$ cat src/rtl/morse_pkg.sv
// morse_pkg: shared Morse state type, ASCII constants and pattern lookup.
// Defining MORSE_DIGITS_EN adds the five-symbol digit codes 0-9 to the lookup.
package morse_pkg;
    typedef enum logic [1:0] {IDLE, MARK, GAP} state_t;
    localparam logic [7:0] CH_SPACE = 8'h20;
    localparam logic [7:0] CH_UNKNOWN = 8'h3F;
    // Returns {known, ascii}; pattern is MSB-first, dot = 0, dash = 1.
    function automatic logic [8:0] morse_lookup(input logic [2:0] len, input logic [4:0] pat);
        logic [8:0] r;
        case ({len, pat})
            {3'd2, 5'b00001}: r = {1'b1, "A"};
            {3'd4, 5'b01000}: r = {1'b1, "B"};
            {3'd4, 5'b01010}: r = {1'b1, "C"};
            {3'd3, 5'b00100}: r = {1'b1, "D"};
            {3'd1, 5'b00000}: r = {1'b1, "E"};
            {3'd4, 5'b00010}: r = {1'b1, "F"};
            {3'd3, 5'b00110}: r = {1'b1, "G"};
            {3'd4, 5'b00000}: r = {1'b1, "H"};
            {3'd2, 5'b00000}: r = {1'b1, "I"};
            {3'd4, 5'b00111}: r = {1'b1, "J"};
            {3'd3, 5'b00101}: r = {1'b1, "K"};
            {3'd4, 5'b00100}: r = {1'b1, "L"};
            {3'd2, 5'b00011}: r = {1'b1, "M"};
            {3'd2, 5'b00010}: r = {1'b1, "N"};
            {3'd3, 5'b00111}: r = {1'b1, "O"};
            {3'd4, 5'b00110}: r = {1'b1, "P"};
            {3'd4, 5'b01101}: r = {1'b1, "Q"};
            {3'd3, 5'b00010}: r = {1'b1, "R"};
            {3'd3, 5'b00000}: r = {1'b1, "S"};
            {3'd1, 5'b00001}: r = {1'b1, "T"};
            {3'd3, 5'b00001}: r = {1'b1, "U"};
            {3'd4, 5'b00001}: r = {1'b1, "V"};
            {3'd3, 5'b00011}: r = {1'b1, "W"};
            {3'd4, 5'b01001}: r = {1'b1, "X"};
            {3'd4, 5'b01011}: r = {1'b1, "Y"};
            {3'd4, 5'b01100}: r = {1'b1, "Z"};
`ifdef MORSE_DIGITS_EN
            {3'd5, 5'b11111}: r = {1'b1, "0"};
            {3'd5, 5'b01111}: r = {1'b1, "1"};
            {3'd5, 5'b00111}: r = {1'b1, "2"};
            {3'd5, 5'b00011}: r = {1'b1, "3"};
            {3'd5, 5'b00001}: r = {1'b1, "4"};
            {3'd5, 5'b00000}: r = {1'b1, "5"};
            {3'd5, 5'b10000}: r = {1'b1, "6"};
            {3'd5, 5'b11000}: r = {1'b1, "7"};
            {3'd5, 5'b11100}: r = {1'b1, "8"};
            {3'd5, 5'b11110}: r = {1'b1, "9"};
`endif
            default: r = {1'b0, CH_UNKNOWN};
        endcase
        return r;
    endfunction
endpackage

$ cat src/rtl/morse_decoder_if.sv
// morse_decoder_if: key level in, decoded character strobe and status out.
interface morse_decoder_if;
    logic key_in;
    logic [7:0] char_out;
    logic char_valid;
    logic err;
    logic busy;
    modport master (output key_in, input char_out, char_valid, err, busy);
    modport slave (input key_in, output char_out, char_valid, err, busy);
endinterface

$ cat src/rtl/morse_sync.sv
// morse_sync: 2-flop synchronizer, asynchronously reset to 0.
module morse_sync (
    input logic clk,
    input logic rst,
    input logic d,
    output logic q
);
    logic m;
    always_ff @(posedge clk or posedge rst)
        if (rst) {q, m} <= 2'b00;
        else {q, m} <= {m, d};
endmodule

$ cat src/rtl/morse_decoder.sv
// morse_decoder: times key marks/spaces against UNIT_CYCLES and emits ASCII letters and word spaces.
// Digits 0-9 decode only when MORSE_DIGITS_EN is defined (see morse_pkg).
module morse_decoder
    import morse_pkg::*;
#(
    parameter int UNIT_CYCLES = 4,
    parameter int MAX_SYMBOLS = 5,
    localparam int CNT_W = $clog2(8*UNIT_CYCLES)+1
) (
    input logic clk,
    input logic rst,
    morse_decoder_if.slave bus
);
    localparam logic [CNT_W-1:0] CNT_ONE = CNT_W'(1);
    localparam logic [CNT_W-1:0] CNT_MAX = '1;
    localparam logic [CNT_W-1:0] LETTER_GAP = CNT_W'(2*UNIT_CYCLES);
    localparam logic [CNT_W-1:0] WORD_GAP = CNT_W'(5*UNIT_CYCLES);
    localparam logic [2:0] MAX_LEN = 3'(MAX_SYMBOLS);
    state_t state, state_n;
    logic key_s, ovf, ovf_n, char_valid_n, err_n;
    logic [CNT_W-1:0] cnt, cnt_n, cnt_inc;
    logic [2:0] sym_len, sym_len_n;
    logic [4:0] sym_pat, sym_pat_n;
    logic [7:0] char_out_n;
    logic [8:0] look;
    logic [7:0] char_out;
    logic char_valid, err;
    morse_sync u_sync (.clk(clk), .rst(rst), .d(bus.key_in), .q(key_s));
    assign cnt_inc = (cnt == CNT_MAX) ? cnt : cnt + CNT_ONE;
    assign look = morse_lookup(sym_len, sym_pat);
    always_comb begin
        state_n = state;
        cnt_n = cnt;
        sym_len_n = sym_len;
        sym_pat_n = sym_pat;
        ovf_n = ovf;
        char_out_n = char_out;
        char_valid_n = 1'b0;
        err_n = 1'b0;
        case (state)
            IDLE: begin
                state_n = key_s ? MARK : IDLE;
                cnt_n = key_s ? CNT_ONE : cnt;
            end
            MARK: begin
                if (key_s) cnt_n = cnt_inc;
                else begin
                    state_n = GAP;
                    cnt_n = CNT_ONE;
                    if (sym_len < MAX_LEN) begin
                        sym_pat_n = {sym_pat[3:0], cnt >= LETTER_GAP};
                        sym_len_n = sym_len + 3'd1;
                    end else ovf_n = 1'b1;
                end
            end
            GAP: begin
                // A rising key always wins over a gap threshold reached in the same cycle.
                if (key_s) begin
                    state_n = MARK;
                    cnt_n = CNT_ONE;
                end else begin
                    cnt_n = cnt_inc;
                    if (cnt_inc == LETTER_GAP && sym_len != 3'd0) begin
                        char_valid_n = 1'b1;
                        err_n = !look[8] || ovf;
                        char_out_n = err_n ? CH_UNKNOWN : look[7:0];
                        sym_len_n = 3'd0;
                        sym_pat_n = 5'd0;
                        ovf_n = 1'b0;
                    end
                    if (cnt_inc == WORD_GAP) begin
                        char_valid_n = 1'b1;
                        char_out_n = CH_SPACE;
                        state_n = IDLE;
                    end
                end
            end
            default: state_n = IDLE;
        endcase
    end
    always_ff @(posedge clk or posedge rst)
        if (rst) begin
            state <= IDLE;
            cnt <= '0;
            sym_len <= 3'd0;
            sym_pat <= 5'd0;
            ovf <= 1'b0;
            char_out <= 8'd0;
            char_valid <= 1'b0;
            err <= 1'b0;
        end else begin
            state <= state_n;
            cnt <= cnt_n;
            sym_len <= sym_len_n;
            sym_pat <= sym_pat_n;
            ovf <= ovf_n;
            char_out <= char_out_n;
            char_valid <= char_valid_n;
            err <= err_n;
        end
    assign bus.char_out = char_out;
    assign bus.char_valid = char_valid;
    assign bus.err = err;
    assign bus.busy = state != IDLE;
endmodule

$ cat src/flat_wrapper.sv
// flat-port wrapper written by rule: the top's interface ports become plain ports
module morse_decoder_flat import morse_pkg::*;
#(
    parameter int UNIT_CYCLES = 4,
    parameter int MAX_SYMBOLS = 5,
    localparam int CNT_W = $clog2(8*UNIT_CYCLES)+1
)
  (clk, rst, bus_key_in, bus_char_out, bus_char_valid, bus_err, bus_busy);
  morse_decoder_if bus_i ();
  input logic clk;
  input logic rst;
  input wire logic [$bits(bus_i.key_in)-1:0] bus_key_in;
  output wire logic [$bits(bus_i.char_out)-1:0] bus_char_out;
  output wire logic [$bits(bus_i.char_valid)-1:0] bus_char_valid;
  output wire logic [$bits(bus_i.err)-1:0] bus_err;
  output wire logic [$bits(bus_i.busy)-1:0] bus_busy;
  assign bus_i.key_in = bus_key_in;
  assign bus_char_out = bus_i.char_out;
  assign bus_char_valid = bus_i.char_valid;
  assign bus_err = bus_i.err;
  assign bus_busy = bus_i.busy;
  morse_decoder #(.UNIT_CYCLES(UNIT_CYCLES), .MAX_SYMBOLS(MAX_SYMBOLS)) u_core (.clk(clk), .rst(rst), .bus(bus_i));
endmodule
$ cat config.mk
export PLATFORM = sky130hd
export DESIGN_NAME = morse_decoder_flat
export DESIGN_NICKNAME = d
export VERILOG_FILES = /design/src/rtl/morse_pkg.sv /design/src/rtl/morse_decoder_if.sv /design/src/rtl/morse_sync.sv /design/src/rtl/morse_decoder.sv /design/src/flat_wrapper.sv
export SDC_FILE = /design/constraint.sdc
export NUM_CORES = 1
export LEC_CHECK = 0
export BUFFER_PORTS_ARGS = -buffer_cell sky130_fd_sc_hd__buf_4
export CAP_MARGIN = 25
export CORE_ASPECT_RATIO = 1.25
export CORE_MARGIN = 3
export CORE_UTILIZATION = 61
export DETAILED_ROUTE_END_ITERATION = 7
export HOLD_SLACK_MARGIN = 0.02
export PLACE_DENSITY = 0.76
export SLEW_MARGIN = 10
export SYNTH_ARGS = -nofsm -noshare
export SYNTH_HDL_FRONTEND = slang
export SYNTH_SLANG_ARGS = --single-unit
$ cat constraint.sdc
create_clock -name clk -period 4.3 [get_ports clk]
set_input_delay 0.215 -clock clk [delete_from_list [all_inputs] [get_ports clk]]
set_output_delay 0.215 -clock clk [all_outputs]
set_load 0.03 [all_outputs]
Word level (Yosys, flattened, before mapping). Cells that the tools add are included.

Add/sub/neg operators: 2. Multiply operators: 0. Div/mod/pow operators: 0. Magnitude comparators: 2. Equality and inequality tests: 38. Shift operators: 0. Mux-type cells: 36. Bitwise logic cells: 1. Reductions and logical operators: 14.

Operator list (count): 9-bit case mux with 26 select lines (1); 8-bit by 7-bit == test with 1-bit output (second input constant) (12); 8-bit == test (second input constant) (12); 6-bit 2-to-1 mux (4); 8-bit 2-to-1 mux (3); 5-bit 2-to-1 mux (4); 6-bit case mux with 3 select lines (1); 8-bit by 6-bit == test with 1-bit output (second input constant) (2); 1-bit 2-to-1 mux (12); 3-bit 2-to-1 mux (4); 5-bit case mux with 2 select lines (1); 5-bit AND reduction (2); 2-bit inequality test (second input constant) (4); 6-bit by 1-bit adder with 6-bit output (second input constant) (1); 6-bit by 4-bit == test with 1-bit output (second input constant) (1); 6-bit by 5-bit == test with 1-bit output (second input constant) (1); 6-bit == test (second input constant) (1); 6-bit by 4-bit greater-or-equal comparator with 1-bit output (second input constant) (1); 2-bit 2-to-1 mux (3); 2-bit case mux with 3 select lines (1); 3-bit case mux with 2 select lines (1); 2-bit nonzero test (3); 3-bit nonzero test (2); 2-bit by 1-bit inequality test with 1-bit output (second input constant) (2); 13 further kinds (14).

Register bits: 29. Latch bits: 0. Memory bits (writable): 0. Bits in read-only memories: 0. Bits of input ports: 3. Output and inout port bits: 11. Memories: 0.

Logic depth before layout (Yosys ltp).
Word-level depth: 8. Depth in mapped cells: 10.

By module. A second synthesis with hierarchy kept.

Cells, all modules: 243. Area total of the unflattened synthesis: 2069.5 µm².

By module, submodules not included: morse_decoder (times used 1, cells an instance 240, area each 2015.7 µm²); morse_sync (times used 1, cells an instance 3, area each 53.8 µm²).

Worst setup path after synthesis. Ideal clock, no wire load.

Path type: reg-to-reg. Start point: register u_core.cnt[0]. End point: register u_core.sym_pat[0]. Arrival time: 2075 ps. Data required time: 4173 ps. Slack: 2097 ps. Cell stages (with the launch flop): 10. Path buffers: 2. Clock period less this slack: 2203 ps. Cell sequence: dfrtp_1 -> ha_1 -> nand2_1 -> nand4b_2 -> a211oi_2 -> nor4bb_1 -> buf_4 -> o21a_1 -> buf_6 -> mux2_1.

Word-level cells in the longest chain between the ends: 6. Elaborated cells between the ends (all ways): 11. Those cells by class: add/sub: 1; order compare: 1; eq/ne: 3; mux: 4; reduce/logical: 2.

RTL lines: start, declared (RTL line morse_decoder.sv:21) `logic [CNT_W-1:0] cnt, cnt_n, cnt_inc;`; start signal, assigned (RTL line morse_decoder.sv:93) `cnt <= cnt_n;`; 6-bit by 1-bit adder with 6-bit output / 6-bit == test (equally long branches) (RTL line morse_decoder.sv:29) `assign cnt_inc = (cnt == CNT_MAX) ? cnt : cnt + CNT_ONE;`; 6-bit 2-to-1 mux (RTL line morse_decoder.sv:29); 6-bit by 4-bit == test with 1-bit output (RTL line morse_decoder.sv:63) `if (cnt_inc == LETTER_GAP && sym_len != 3'd0) begin`; 1-bit logical AND (RTL line morse_decoder.sv:63); 2-bit by 1-bit inequality test with 1-bit output (no line); 5-bit AND reduction (no line); end signal, assigned (RTL line morse_decoder.sv:95) `sym_pat <= sym_pat_n;`; end, declared (RTL line morse_decoder.sv:23) `logic [4:0] sym_pat, sym_pat_n;`.

Several ways; a longest one is shown, not always the timed one. The select of a mux whose other input is x is not followed. A chain may end at the register's enable or synchronous reset.

Final worst setup path.
Start point: register u_core.state[0]. End point: register u_core.sym_pat[0].

Word-level cells in the longest chain between the ends: 3. Elaborated cells between the ends (all ways): 9. Those cells by class: eq/ne: 6; mux: 1; reduce/logical: 2.

RTL lines: start, declared (RTL line morse_decoder.sv:19) `state_t state, state_n;`; start signal, assigned (RTL line morse_decoder.sv:92) `state <= state_n;`; 2-bit == test / 2-bit by 1-bit == test with 1-bit output (equally long branches) (RTL line morse_decoder.sv:40) `case (state)`; 2-bit by 1-bit inequality test with 1-bit output (no line), or another cell as far along; 5-bit AND reduction (no line).

Several ways; a longest one is shown, not always the timed one.

==> flow_metrics.py <==
metrics = {
    "timing": {
        "drv_slew": 0,
        "hold_viol": 0,
        "post-route-period-util_pct": 62.6,
        "skew_ps": 17.9,
        "finalCriticalPeriod_ps": 2690,
        "slew_headroom_pct": 58.3,
        "fmax_mhz": 372,
        "fin_setup_tns_ps": 0,
        "tightest_slew_ps": 625,
        "setup_viol": 0,
        "rsz0062_at_grt": "false",
    },
    "route": {
        "wl_per_cell_um": 16.2,
        "drc": 0,
        "dr.pass1.iters": 5,
        "routed-via-count": 1733,
        "via_per_inst": 6.42,
        "drtAntennaViolNets": 0,
        "drt_iter0_drc": 115,
        "routed_wl_mm": 4.36,
    },
    "status": {
        "status": "finished clean",
    },
    "synthesis": {
        "ys_warn_count": 0,
        "synth.top_cell.area_share_pct": 34.4,
        "avgSynthCellArea_um2": 8.93,
        "synthTopCellsByArea": "dfrtp_1 34%, ha_1 4.9%, o21ai_0 4.2%",
        "synth_nets": 239,
        "synthDistinctLibCells": 61,
        "syn_area_mm2": 0.00204,
        "yosysTopAreaCell": "dfrtp_1",
        "postSynthRegisterBits": 28,
        "synthArstFlopShare_pct": 100,
        "ys.flop_type": "dfrtp_1",
        "syn_inst": 228,
        "synth-edff-count": 0,
        "seq_area_frac_synth_pct": 34.4,
    },
    "run": {
        "maxCapViolCount": 0,
    },
    "critical_path": {
        "r2r_setup_slack_ps": 1610,
        "required_ps": 4510,
        "rr_startpoint": "u_core.state[0]$_DFFE_PP0P_",
        "cp-end-kind": "register",
        "cp-start-kind": "register",
        "crit_fanout": 16,
        "reg2reg_to": "u_core.sym_pat[0]$_DFFE_PP0P_",
        "reg2reg_depth": 9,
        "arrival_ps": 2900,
        "crit_type": "register to register",
    },
    "power": {
        "p_leak_nw": 0.947,
        "p_total_uw": 903,
        "p_per_area_mw_per_mm2": 418,
        "irDropWorstVdd_mv": 0.413,
    },
    "cts": {
        "cts_num_sinks": 28,
        "cts_buffers": 3,
        "cts_tree": "done",
        "insertion_delay_ps": 330,
        "cts_buffer_depth": 2,
        "h-tree-depth": 1,
        "cts.clk_slew.worst_paths_ps": 160,
        "root_buffer": "clkbuf_4",
    },
    "hold_path": {
        "min_from": "u_core.u_sync.m$_DFF_PP0_",
        "hold_path.class": "register to register",
        "min_delay_worst_endpoint": "u_core.u_sync.q$_DFF_PP0_",
        "hold_depth": 0,
    },
    "finish": {
        "fill_cells": 223,
        "syn_to_final_growth_pct": 6.02,
        "multi_input_area_mm2": 0.00116,
        "drive_gt1_share_pct": 12.8,
        "design_area_mm2": 0.00216,
        "final_cell_mix": "28 x dfrtp_1, 17 x o21ai_0, 16 x nand2_1, 16 x nor2_1",
        "diodes": 0,
        "layout_commonest_cell": "dfrtp_1",
        "final_util_pct": 70.7,
        "regArea_um2": 701,
        "nets": 246,
    },
    "floorplan": {
        "die_x_um": 57.7,
        "core_region_area_mm2": 0.00306,
        "dieArea_mm2": 0.00407,
        "row_count": 22,
        "initial_core_util_pct": 66.7,
        "pin_count": 14,
        "die_h_um": 70.6,
    },
    "placed_design": {
        "dp_hpwl_mm": 3.19,
        "gp_congestion": 0.980,
        "port-buffer-count": 12,
        "dpl_cell_area_mm2": 0.00206,
    },
    "global_route": {
        "overflow": 0,
        "grt_pass1_wl_mm": 7.51,
        "grt_max_degree": 29,
        "grt_pass1_vias": 1621,
        "grt_usage_pct": 22.6,
        "antenna_found_initial": 0,
    },
}
==> registers in the layout, indices dropped and copies added (netlist names) <==
name                   cells
u_core.bus.char_out        7
u_core.bus.char_valid      1
u_core.bus.err             1
u_core.cnt                 6
u_core.ovf                 1
u_core.state               2
u_core.sym_len             3
u_core.sym_pat             5
u_core.u_sync.m            1
u_core.u_sync.q            1
==> per-layer routing <==
layer | up-vias | routed length, um | GRT usage [%]
li1 | 842 | - | -
met1 | 834 | 1830 | 28.5
met5 | - | 0 | 0
met2 | 49 | 2320 | 41.1
met3 | 8 | 145 | 2.01
met4 | 0 | 61 | 5.41
==> Yosys cell counts, drive strengths merged (2+ instances only) <==
| library cell | instances |
|---|---|
| mux2i | 3 |
| nand3 | 7 |
| nand2b | 11 |
| nor4b | 2 |
| nor3 | 3 |
| nor2b | 4 |
| xnor2 | 2 |
| o21ai | 17 |
| and2 | 3 |
| mux2 | 3 |
| a21oi | 15 |
| o21a | 4 |
| o211a | 2 |
| o32a | 2 |
| a211oi | 2 |
| or2 | 2 |
| and3 | 2 |
| o22ai | 4 |
| nor3b | 4 |
| nand2 | 16 |
| o31ai | 3 |
| a2bb2oi | 2 |
| a31oi | 8 |
| dfrtp | 28 |
| clkbuf | 8 |
| inv | 15 |
| a21boi | 2 |
| buf | 6 |
| ha | 8 |
| a41oi | 2 |
| nand4 | 3 |
| nor2 | 16 |
==> critical path, stage by stage, from the launching register on <==
cell and delay (ps):
dfrtp_1 440, inv_1 100, ha_1 450, nand2b_1 160
a21oi_1 130, o21ai_0 100, nor4bb_2 260, buf_4 230
o21a_1 350, mux2_1 360
==> power breakdown <==
part / switching, mW / total (mW) / internal (mW) / leakage [nW]
Sequential: 0.0623 / 0.354 / 0.291 / 0.368
Clock: 0.0766 / 0.171 / 0.0942 / 0.0279
Combinational: 0.217 / 0.379 / 0.163 / 0.551
Total: 0.355 / 0.903 / 0.548 / 0.947
==> what timing repair did <==
action                                  4_1_cts  5_1_grt
resized for setup                             0        0
hold buffers                                  1        1
buffers inserted                              0        0
hold endpoints to repair                      1        7
endpoints found under the setup margin        0        0
==> cells by family after synthesis <==
kind of cell               share of synthesized area, %
AOI/OAI and AO/OA                                  25.7
buffers and inverters                              8.97
DFF                                                34.4
and+or+nand+nor                                    21.9
other                                             0.184
adders and majority gates                          4.91
muxes                                              3.13
xor gates and xnor gates                          0.860
==> worst max path at each step <==
| stage | from | to | slack, ps | cells after the start |
|---|---|---|---|---|
| floorplan | u_core.cnt[0]$_DFFE_PP0P_ | u_core.sym_pat[0]$_DFFE_PP0P_ | 2100 | 9 |
| global placement | u_core.state[0]$_DFFE_PP0P_ | u_core.sym_pat[1]$_DFFE_PP0P_ | 1750 | 9 |
| detailed placement | u_core.state[0]$_DFFE_PP0P_ | u_core.sym_pat[0]$_DFFE_PP0P_ | 1590 | 9 |
| CTS | u_core.state[0]$_DFFE_PP0P_ | u_core.sym_pat[0]$_DFFE_PP0P_ | 1580 | 9 |
| global route | u_core.state[0]$_DFFE_PP0P_ | u_core.sym_pat[0]$_DFFE_PP0P_ | 1310 | 9 |
| finish | u_core.state[0]$_DFFE_PP0P_ | u_core.sym_pat[0]$_DFFE_PP0P_ | 1610 | 9 |
==> per-stage QoR <==
stage | hold WS (ps) | worst slack [ps] | instances
after CTS | 153 | 1580 | 268
after detailed placement | 326 | 1590 | 263
after global placement | 326 | 1750 | 263
after floorplan | 246 | 2100 | 228
after global routing | 401 | 1310 | 270
final | 379 | 1610 | 270
==> area by class of cell <==
cell class	instances	share of cell area, %
multi-input cells	171	53.7
clock buffers	3	1.04
repair buffers	16	6.72
inverters	15	2.61
clock inverters	1	1.39
flip-flops and latches	28	32.4
well taps	36	2.09
(Power assumes the default switching activity.)
